===== src/rtl/uart_pkg.sv =====
// Shared definitions for the UART receive FIFO: FSM encoding and character constants.
package uart_pkg;

    // Replay FSM states
    typedef enum logic [2:0] {
        ST_IDLE,
        ST_LOAD,
        ST_PULSE,
        ST_WAIT_HI,
        ST_WAIT_LO
    } state_e;

    localparam logic [7:0]  CHAR_CR         = 8'h0D;
    localparam logic [7:0]  CHAR_LF         = 8'h0A;
    localparam int unsigned WAIT_HI_TIMEOUT = 8;

endpackage


===== src/rtl/fifo_mem.sv =====
// DEPTH x 8 register array: synchronous write, combinational read.
module fifo_mem #(
    parameter int unsigned DEPTH = 16,
    parameter int unsigned AW    = 4
) (
    input  logic          clk,
    input  logic          we,
    input  logic [AW-1:0] waddr,
    input  logic [7:0]    wdata,
    input  logic [AW-1:0] raddr,
    output logic [7:0]    rdata
);

    logic [7:0] mem [DEPTH];

    // Storage write port
    always_ff @(posedge clk) begin
        if (we) begin
            mem[waddr] <= wdata;
        end
    end

    assign rdata = mem[raddr];

endmodule


===== src/rtl/uart_rx_fifo.sv =====
// Receive-side byte FIFO between UART receiver and transmitter. Captures bytes on the
// falling edge of rx_int and replays them one at a time as tx_int strobes.
// Optional build macro UART_FIFO_CRLF_EN: append 8'h0A after every stored 8'h0D.
module uart_rx_fifo
    import uart_pkg::*;
#(
    parameter int unsigned DEPTH    = 16,
    parameter int unsigned AW       = 4,
    parameter int unsigned TX_PULSE = 4
) (
    input  logic          clk,
    input  logic          rst_n,
    input  logic [7:0]    rx_data,
    input  logic          rx_int,
    input  logic          tx_busy,
    output logic [7:0]    tx_data,
    output logic          tx_int,
    output logic [AW:0]   fifo_count,
    output logic          overflow
);

    localparam logic [AW:0] FULL_COUNT = (AW+1)'(DEPTH);

    logic          rx_r1_q, rx_r2_q;
    logic [7:0]    hold_q;
    logic [AW-1:0] wr_ptr_q, wr_ptr_d;
    logic [AW-1:0] rd_ptr_q, rd_ptr_d;
    logic [AW:0]   count_d;
    logic          overflow_d;
    state_e        state_q, state_d;
    logic [7:0]    cnt_q, cnt_d;
    logic          tx_int_d;
    logic [7:0]    tx_data_d;

    logic          push_rx;
    logic          pop;
    logic          full;
    logic          wr_req;
    logic          wr_en;
    logic [7:0]    wr_byte;
    logic [7:0]    rd_data;

    // Edge detect on rx_int; hold reg grabs rx_data right at the falling edge
    always_ff @(posedge clk or negedge rst_n) begin
        if (!rst_n) begin
            rx_r1_q <= 1'b0;
            rx_r2_q <= 1'b0;
            hold_q  <= 8'h00;
        end else begin
            rx_r1_q <= rx_int;
            rx_r2_q <= rx_r1_q;
            if (rx_r1_q && !rx_int) begin
                hold_q <= rx_data;
            end
        end
    end

    assign push_rx = rx_r2_q & ~rx_r1_q;
    assign pop     = (state_q == ST_LOAD);
    assign full    = (fifo_count == FULL_COUNT);

`ifdef UART_FIFO_CRLF_EN
    logic crlf_pend_q, crlf_pend_d;

    // A real push wins the slot; the pending LF goes in on the first free cycle
    always_comb begin
        wr_req  = push_rx | crlf_pend_q;
        wr_byte = push_rx ? hold_q : CHAR_LF;
        if (push_rx) begin
            crlf_pend_d = crlf_pend_q | (wr_en && (hold_q == CHAR_CR));
        end else begin
            crlf_pend_d = 1'b0;
        end
    end

    // Pending line-feed insert flag
    always_ff @(posedge clk or negedge rst_n) begin
        if (!rst_n) begin
            crlf_pend_q <= 1'b0;
        end else begin
            crlf_pend_q <= crlf_pend_d;
        end
    end
`else
    assign wr_req  = push_rx;
    assign wr_byte = hold_q;
`endif

    // Push/pop bookkeeping; a push into a full FIFO is accepted only alongside a pop
    always_comb begin
        wr_en      = wr_req & (~full | pop);
        wr_ptr_d   = wr_en ? wr_ptr_q + AW'(1) : wr_ptr_q;
        rd_ptr_d   = pop ? rd_ptr_q + AW'(1) : rd_ptr_q;
        overflow_d = overflow | (wr_req & full & ~pop);
        count_d    = fifo_count;
        if (wr_en && !pop) begin
            count_d = fifo_count + (AW+1)'(1);
        end else if (!wr_en && pop) begin
            count_d = fifo_count - (AW+1)'(1);
        end
    end

    // FIFO pointers, occupancy and sticky overflow
    always_ff @(posedge clk or negedge rst_n) begin
        if (!rst_n) begin
            wr_ptr_q   <= '0;
            rd_ptr_q   <= '0;
            fifo_count <= '0;
            overflow   <= 1'b0;
        end else begin
            wr_ptr_q   <= wr_ptr_d;
            rd_ptr_q   <= rd_ptr_d;
            fifo_count <= count_d;
            overflow   <= overflow_d;
        end
    end

    fifo_mem #(
        .DEPTH (DEPTH),
        .AW    (AW)
    ) u_mem (
        .clk   (clk),
        .we    (wr_en),
        .waddr (wr_ptr_q),
        .wdata (wr_byte),
        .raddr (rd_ptr_q),
        .rdata (rd_data)
    );

    // Replay FSM next-state and registered-output logic
    always_comb begin
        state_d   = state_q;
        cnt_d     = cnt_q;
        tx_int_d  = tx_int;
        tx_data_d = tx_data;
        unique case (state_q)
            ST_IDLE: begin
                if (fifo_count != '0 && !tx_busy) begin
                    state_d = ST_LOAD;
                end
            end
            ST_LOAD: begin
                tx_data_d = rd_data;
                tx_int_d  = 1'b1;
                cnt_d     = 8'd0;
                state_d   = ST_PULSE;
            end
            ST_PULSE: begin
                if (cnt_q == 8'(TX_PULSE - 1)) begin
                    tx_int_d = 1'b0;
                    cnt_d    = 8'd0;
                    state_d  = ST_WAIT_HI;
                end else begin
                    cnt_d = cnt_q + 8'd1;
                end
            end
            ST_WAIT_HI: begin
                // No busy response: treat the byte as sent rather than stall forever
                if (tx_busy) begin
                    state_d = ST_WAIT_LO;
                end else if (cnt_q == 8'(WAIT_HI_TIMEOUT - 1)) begin
                    state_d = ST_IDLE;
                end else begin
                    cnt_d = cnt_q + 8'd1;
                end
            end
            ST_WAIT_LO: begin
                if (!tx_busy) begin
                    state_d = ST_IDLE;
                end
            end
            default: begin
                state_d = ST_IDLE;
            end
        endcase
    end

    // FSM state, pulse/timeout counter and transmitter-facing outputs
    always_ff @(posedge clk or negedge rst_n) begin
        if (!rst_n) begin
            state_q <= ST_IDLE;
            cnt_q   <= 8'd0;
            tx_int  <= 1'b0;
            tx_data <= 8'h00;
        end else begin
            state_q <= state_d;
            cnt_q   <= cnt_d;
            tx_int  <= tx_int_d;
            tx_data <= tx_data_d;
        end
    end

endmodule


===== config.mk =====
export PLATFORM = sky130hd
export DESIGN_NAME = uart_rx_fifo
export DESIGN_NICKNAME = d
export VERILOG_FILES = /design/src/rtl/uart_pkg.sv /design/src/rtl/fifo_mem.sv /design/src/rtl/uart_rx_fifo.sv
export SDC_FILE = /design/constraint.sdc
export NUM_CORES = 1
export LEC_CHECK = 0
export CORE_MARGIN = 4
export CORE_UTILIZATION = 60
export DETAILED_ROUTE_END_ITERATION = 7
export PLACE_DENSITY = 0.86
export SLEW_MARGIN = 25
export SYNTH_ARGS = -nofsm -noshare
export SYNTH_HDL_FRONTEND = slang
export SYNTH_SLANG_ARGS = --single-unit

===== constraint.sdc =====
create_clock -name clk -period 3.05 [get_ports clk]
set_input_delay 0.61 -clock clk [delete_from_list [all_inputs] [get_ports clk]]
set_output_delay 0.61 -clock clk [all_outputs]
set_load 0.02 [all_outputs]

; ---- After elaboration in Yosys (flattened, before gate mapping)
; Memories as Yosys holds them, arrays and structs flattened. A register that Yosys moved wholly into a read port is not among the register bits.
; Cells that the tools add are included.
[word_totals]
mem_bits_rw = 128
memories = 1
wordCells = 71
out_inout_bits = 15
reg_bits = 36
[mem_list]
columns = memory, depth, width, rd, rd_ports_with_merged_regs, wr, line_no
row1 = u_mem.mem, 16, 8, 1, 1, 1, fifo_mem.sv:14  ; logic [7:0] mem [DEPTH];
[op_classes]
n_eq_ne = 13
bitwise_logic = 9
n_addsub = 5
muxes = 16
n_reduce_logical = 17
[op_table]
columns = op, n
row1 = two-way mux 8 bit, 3
row2 = one-hot mux 8 bit (3 select lines), 1
row3 = two-way mux 3 bit, 5
row4 = one-hot mux 3 bit (5 select lines), 1
row5 = two-way mux 5 bit, 2
row6 = != test 2 bit (second input constant), 5
row7 = adder 4 x 1 -> 4 bit (second input constant), 2
row8 = adder 8 x 1 -> 8 bit (second input constant), 1
row9 = equality test 8 x 2 -> 1 bit (second input constant), 1
row10 = equality test 8 x 3 -> 1 bit (second input constant), 1
row11 = equality test 3 x 2 -> 1 bit (second input constant), 2
row12 = adder 5 x 1 -> 5 bit (second input constant), 1
row13 = equality test 5 bit (second input constant), 1
row14 = zero test 1 bit, 5
row15 = nonzero test 5 bit, 1
row16 = subtractor 5 x 1 -> 5 bit (second input constant), 1
row17 = AND 1 bit, 4
row18 = logical AND 1 bit, 4
row19 = AND reduction 4 bit, 1
row20 = nonzero test 2 bit, 2
row21 = equality test 3 x 1 -> 1 bit (second input constant), 1
row22 = equality test 3 bit (second input constant), 1
row23 = zero test 3 bit, 1
row24 = two-way mux 1 bit, 3
row25 = other kinds (7), 10

; ---- Logic depth before layout (Yosys ltp)
; Gate-level depths: netlist of run 1.
[logic_depth]
word_depth = 8
depth_mapped = 11
ltp_nobuf = 10

; ---- Modules after synthesis
; From an unflattened synthesis of run 1, not the netlist that was laid out.
[hier_totals]
cells_unflattened = 407
hier_area_um2 = 7028.0
[by_module_without_submodules]
columns = module, cells_each, area_per_inst_um2, n_inst
row1 = fifo_mem, 221, 4987.3, 1
row2 = uart_rx_fifo, 186, 2040.7, 1

; ---- Least setup slack after synthesis of run 1
; No wires, ideal clock.
[synth_path]
path_kind = register to register
startpoint = reg state_q[1]
endpoint = reg fifo_count[4]
period_less_slack_ns = 2.575
path_stages_with_launch = 12
arrival_ns = 2.494
setup_time_ns = 0.081
setup_slack_ns = 0.475
n_path_buf = 1
path_cell_list = dfrtp_1 -> clkbuf_1 -> nor2_1 -> nand2_2 -> a31oi_2 -> ha_1 -> inv_1 -> ha_1 -> a21o_1 -> a21oi_1 -> mux2i_1 -> xnor2_1
[synth_via]
elab_chain_cells = 6
elab_cells_between_ends = 9
classes_between = 1 x eq/ne / 1 x mux / 2 x bitwise / 5 x reduce/logical
[synth_rtl]
columns = item, line_no
row1 = start: declaration, uart_rx_fifo.sv:30  ; state_e state_q, state_d;
row2 = start signal: assignment, uart_rx_fifo.sv:186  ; state_q <= state_d;
row3 = equality test 3 x 1 -> 1 bit *, uart_rx_fifo.sv:59  ; assign pop = (state_q == ST_LOAD);
row4 = OR 1 bit *, uart_rx_fifo.sv:91  ; wr_en = wr_req & (~full | pop);
row5 = AND 1 bit *, uart_rx_fifo.sv:91
row6 = via u_mem.we, fifo_mem.sv:7  ; input logic we,
row7 = zero test 1 bit, uart_rx_fifo.sv:98  ; end else if (!wr_en && pop) begin
row8 = logical AND 1 bit, uart_rx_fifo.sv:98
row9 = nonzero test 2 bit (no line), n/a
row10 = end signal: assignment, uart_rx_fifo.sv:113  ; fifo_count <= count_d;
row11 = end: declaration, uart_rx_fifo.sv:18  ; output logic [AW:0] fifo_count,
; The timed path passes the listed nets; every way through them passes the cells marked *.
; A chain may end at the register's enable or synchronous reset.

; ---- Worst setup path after layout of run 1
[layout_path]
startpoint = reg fifo_count[0]
endpoint = reg fifo_count[4]
[layout_via]
elab_chain_cells = 7
elab_cells_between_ends = 12
classes_between = 2 x add/sub / 1 x eq/ne / 2 x mux / 3 x bitwise / 4 x reduce/logical
[layout_rtl]
columns = item, line_no
row1 = equality test 5 bit *, uart_rx_fifo.sv:60  ; assign full = (fifo_count == FULL_COUNT);
row2 = inverter 1 bit *, uart_rx_fifo.sv:91
row3 = OR 1 bit *, uart_rx_fifo.sv:91
row4 = AND 1 bit *, uart_rx_fifo.sv:91
row5 = via u_mem.we, fifo_mem.sv:7
row6 = zero test 1 bit, uart_rx_fifo.sv:98
row7 = logical AND 1 bit, uart_rx_fifo.sv:98
row8 = nonzero test 2 bit (no line), n/a
; The timed path passes the listed nets; every way through them passes the cells marked *. The select of a mux whose other input is x is not followed.

==> results of run 1 <==
-- registers in the layout, summed over array words and instances (netlist names) --
signal,flops
overflow,1
hold_q,8
fifo_count,5
rd_ptr_q,4
tx_data,8
cnt_q,8
state_q,3
rx_r2_q,1
tx_int,1
wr_ptr_q,4
u_mem.mem,128
rx_r1_q,1
-- area by class of cell --
class | instances | area share (%)
clock buffers | 20 | 5.45
clock inverters | 12 | 1.65
flip-flops and latches | 172 | 60.4
inverters | 10 | 0.458
multi-input cells | 212 | 24.5
well taps | 143 | 2.18
repair buffers | 49 | 5.40
-- metrics by stage --
step / hold slack (ps) / worst slack, ps / cell area (µm²)
2_1_floorplan: 314 / 475 / 7090
3_3_place_gp: 372 / 490 / 7610
3_5_place_dp: 380 / 338 / 7610
4_1_cts: 395 / 296 / 8190
5_1_grt: 224 / 103 / 8200
6_report: 187 / 311 / 8200
-- power groups by stage --
stage | Clock [mW] | Combinational (mW) | Sequential (mW)
after floorplan | 0 | 1.63 | 3.20
after global placement | 0 | 2.09 | 3.37
after detailed placement | 0 | 2.17 | 3.41
after CTS | 2.14 | 2.20 | 3.37
after global routing | 2.25 | 2.38 | 3.43
final | 2.12 | 2.18 | 3.37
-- cells in the mapped netlist, types with 2 or more instances --
cell type,count,area [µm²]
mux2i_1,12,120
nor4_1,3,18.8
a31oi_1,2,12.5
nand3_1,6,30.0
buf_1,4,15.0
nor3_1,10,50.1
inv_1,10,37.5
nand2b_1,6,37.5
nand2_1,15,56.3
dfrtp_1,44,1100
xor2_1,3,26.3
nor2b_1,3,18.8
clkbuf_1,6,22.5
or2_2,2,12.5
a211oi_1,2,15.0
a22oi_1,7,52.6
o21ai_0,14,70.1
buf_4,2,15.0
nand3b_1,2,15.0
a21oi_1,4,20.0
o21bai_1,2,15.0
buf_2,9,45.0
mux2_2,19,214
xnor2_1,10,87.6
mux4_2,29,653
nor2_1,26,97.6
edfxtp_1,128,3840
ha_1,11,138
-- layer usage --
metal / GRT usage [%] / up-vias
li1: - / 1694
met1: 29.8 / 1995
met2: 35.8 / 187
met3: 5.91 / 29
met4: 9.86 / 0
met5: 0 / -
-- worst max-delay path by stage --
stage / slack [ps] / to / cells past startpoint
final: 310 / fifo_count[4]$_DFFE_PN0P_ / 9
after detailed placement: 340 / fifo_count[4]$_DFFE_PN0P_ / 9
after floorplan: 480 / fifo_count[4]$_DFFE_PN0P_ / 11
after CTS: 300 / fifo_count[4]$_DFFE_PN0P_ / 9
after global routing: 100 / fifo_count[4]$_DFFE_PN0P_ / 9
after global placement: 490 / fifo_count[4]$_DFFE_PN0P_ / 9
-- placed cells by master (no fill, tap or decap), types with 11 or more instances in the layout --
cell type        count
mux2_2              19
o21ai_0             14
nand2_1             15
nor2_1              26
mux4_2              29
clkdlybuf4s50_1     25
mux2i_1             12
clkbuf_16           17
ha_1                11
dfrtp_1             42
edfxtp_1           128
buf_4               23
-- cells by family (layout without fill, tap and decap cells) --
kind of cell	Yosys count	count (layout)	synth area share, %
xor+xnor	13	13	1.61
simple gates	80	80	5.65
buf+inv	31	91	1.91
mux	60	60	13.9
fa+ha+maj	12	12	2.22
flops	172	172	69.8
compound gates	47	47	4.91
-- worst reg2reg max path, cell delays in order (launching register included) --
cell and delay [ps]:
dfrtp_1 430, nor4_1 620, a31oi_2 190, ha_1 260
inv_1 160, ha_1 290, a21o_1 160, a21oi_1 180
mux2i_1 230, xnor2_1 140
==> results.toml, run 1 <==
[run_status]
status = "finished, final reports clean"

[pwr]
cell_internal_pwr_mw = 5.25
irDropWorstVdd_mv = 0.653
combPwrFrac_pct = 28.4
p_sw_mw = 2.41
switching_share_pct = 31.5
pwr-share-seq_pct = 43.9
p_clk_share_pct = 27.6
power_density_nw_per_um2 = 935
p_leak_nw = 2.92
p_total_mw = 7.66

[timing]
finalClockSkew_ps = 19.3
max_slew.worst_pin.slew_ps = 774
period_minus_slack_ps = 2740
finalHoldViolCount = 0
finalCritPeriodShare_pct = 89.8
max_freq_ghz = 0.365
finalSetupViolations = 0
slew_headroom_pct = 48.2
tns_ps = 0
drv_slew = 0
rsz0062_at_grt = "no"

[cts]
numCtsBuffers = 17
clock_sinks = 172
worst_skew_pair.late_latency_ps = 430
cts_max_level = 4
post_cts.repair.setup_buffers = 0
clkTransAtPathRegs_ps = 60
hold_buffers = 0
ctsResizeCount = 0
root_buffer = "clkbuf_16"
cts_tree = "built"
clock_path_buffers = 2

[drt]
dr.pass1.iters = 5
viasPerCell = 6.32
ant_nets = 0
wl_met3_um = 976
drc = 0
highest_layer = "met4"
wl_met2_um = 7170
drtIter0Drc = 441
wire_per_inst_um = 22.5
wirelength_um = 13900
wl_met1_um = 5430
vias = 3905

[critical_path]
cp_top_family = "simple AND/OR/NAND/NOR gates"
r2r-start = "fifo_count[0]$_DFFE_PN0P_"
cp_cell_sequence = "nor4_1 -> a31oi_2 -> ha_1 -> inv_1 -> ha_1 -> a21o_1 -> a21oi_1 -> mux2i_1 -> xnor2_1"
r2r-end = "fifo_count[4]$_DFFE_PN0P_"
reg2regPathDepth = 9
critPathCaptureType = "flop"
cp.required_ps = 3390
path_max_fanout = 5
worst-path-buf-inv = 1
cp-start-kind = "flop"
r2r_slack_ps = 310
cpMostUsedCell = "ha_1"
critPathArrivalTime_ps = 3080
max_stage_delay_ps = 620
startpoint = "fifo_count[0]$_DFFE_PN0P_"
crit_slowest_cell = "nor4_1"
critical_path_class = "flop to flop"

[grt]
grt_start_max_net_pins = 45
grt_pass1_wl_um = 21900
grt_overflow = 0
antenna_found_initial = 0
grt_pass1_vias = 3913
grt_usage_pct = 22.5

[floorplan]
die_w_um = 117
pin_count = 27
num_rows = 39
die_h_um = 117
die_area_um2 = 13600
start_util_pct = 61.8
coreArea_um2 = 11500

[cells_and_area]
nNetsFinal = 486
antennaDiodeCount = 0
seqCellArea_um2 = 4950
multiInputGateArea_um2 = 2010
n_fill_cell = 689
layout-drive-gt1-share_pct = 23.8
final_core_util_pct = 71.5
final_cells = 618
syn_to_final_growth_pct = 15.6

[worst_hold_path]
min_path_type = "primary input to async pin"

[synthesis]
synthesis.area_um2 = 7090
syn_inst = 415
syn_area_per_cell_um2 = 17.1
seq_area_frac_synth_pct = 69.8
synth_edf_count = 128
ys_async_sr_fraction_pct = 25.6
ys_types = 52
ys.warnings.count = 0
ys.flop_type = "edfxtp_1"
ys_seq_elements = 172
syn-num-nets = 439

[place]
gp_congestion = 0.875
port_buffers = 26
dp.cells = 586
hpwl_um = 8740

[flow_run]
maxCapViolCount = 0
No activity file was read; power rests on OpenSTA's default activity.
==> run 2: changes to the inputs <==
Settings changed: CAP_MARGIN from default to 15, TNS_END_PERCENT from default to 30.
==> results of run 2 <==
Same layout as run 1: the final DEF is identical, and so are final timing and power.
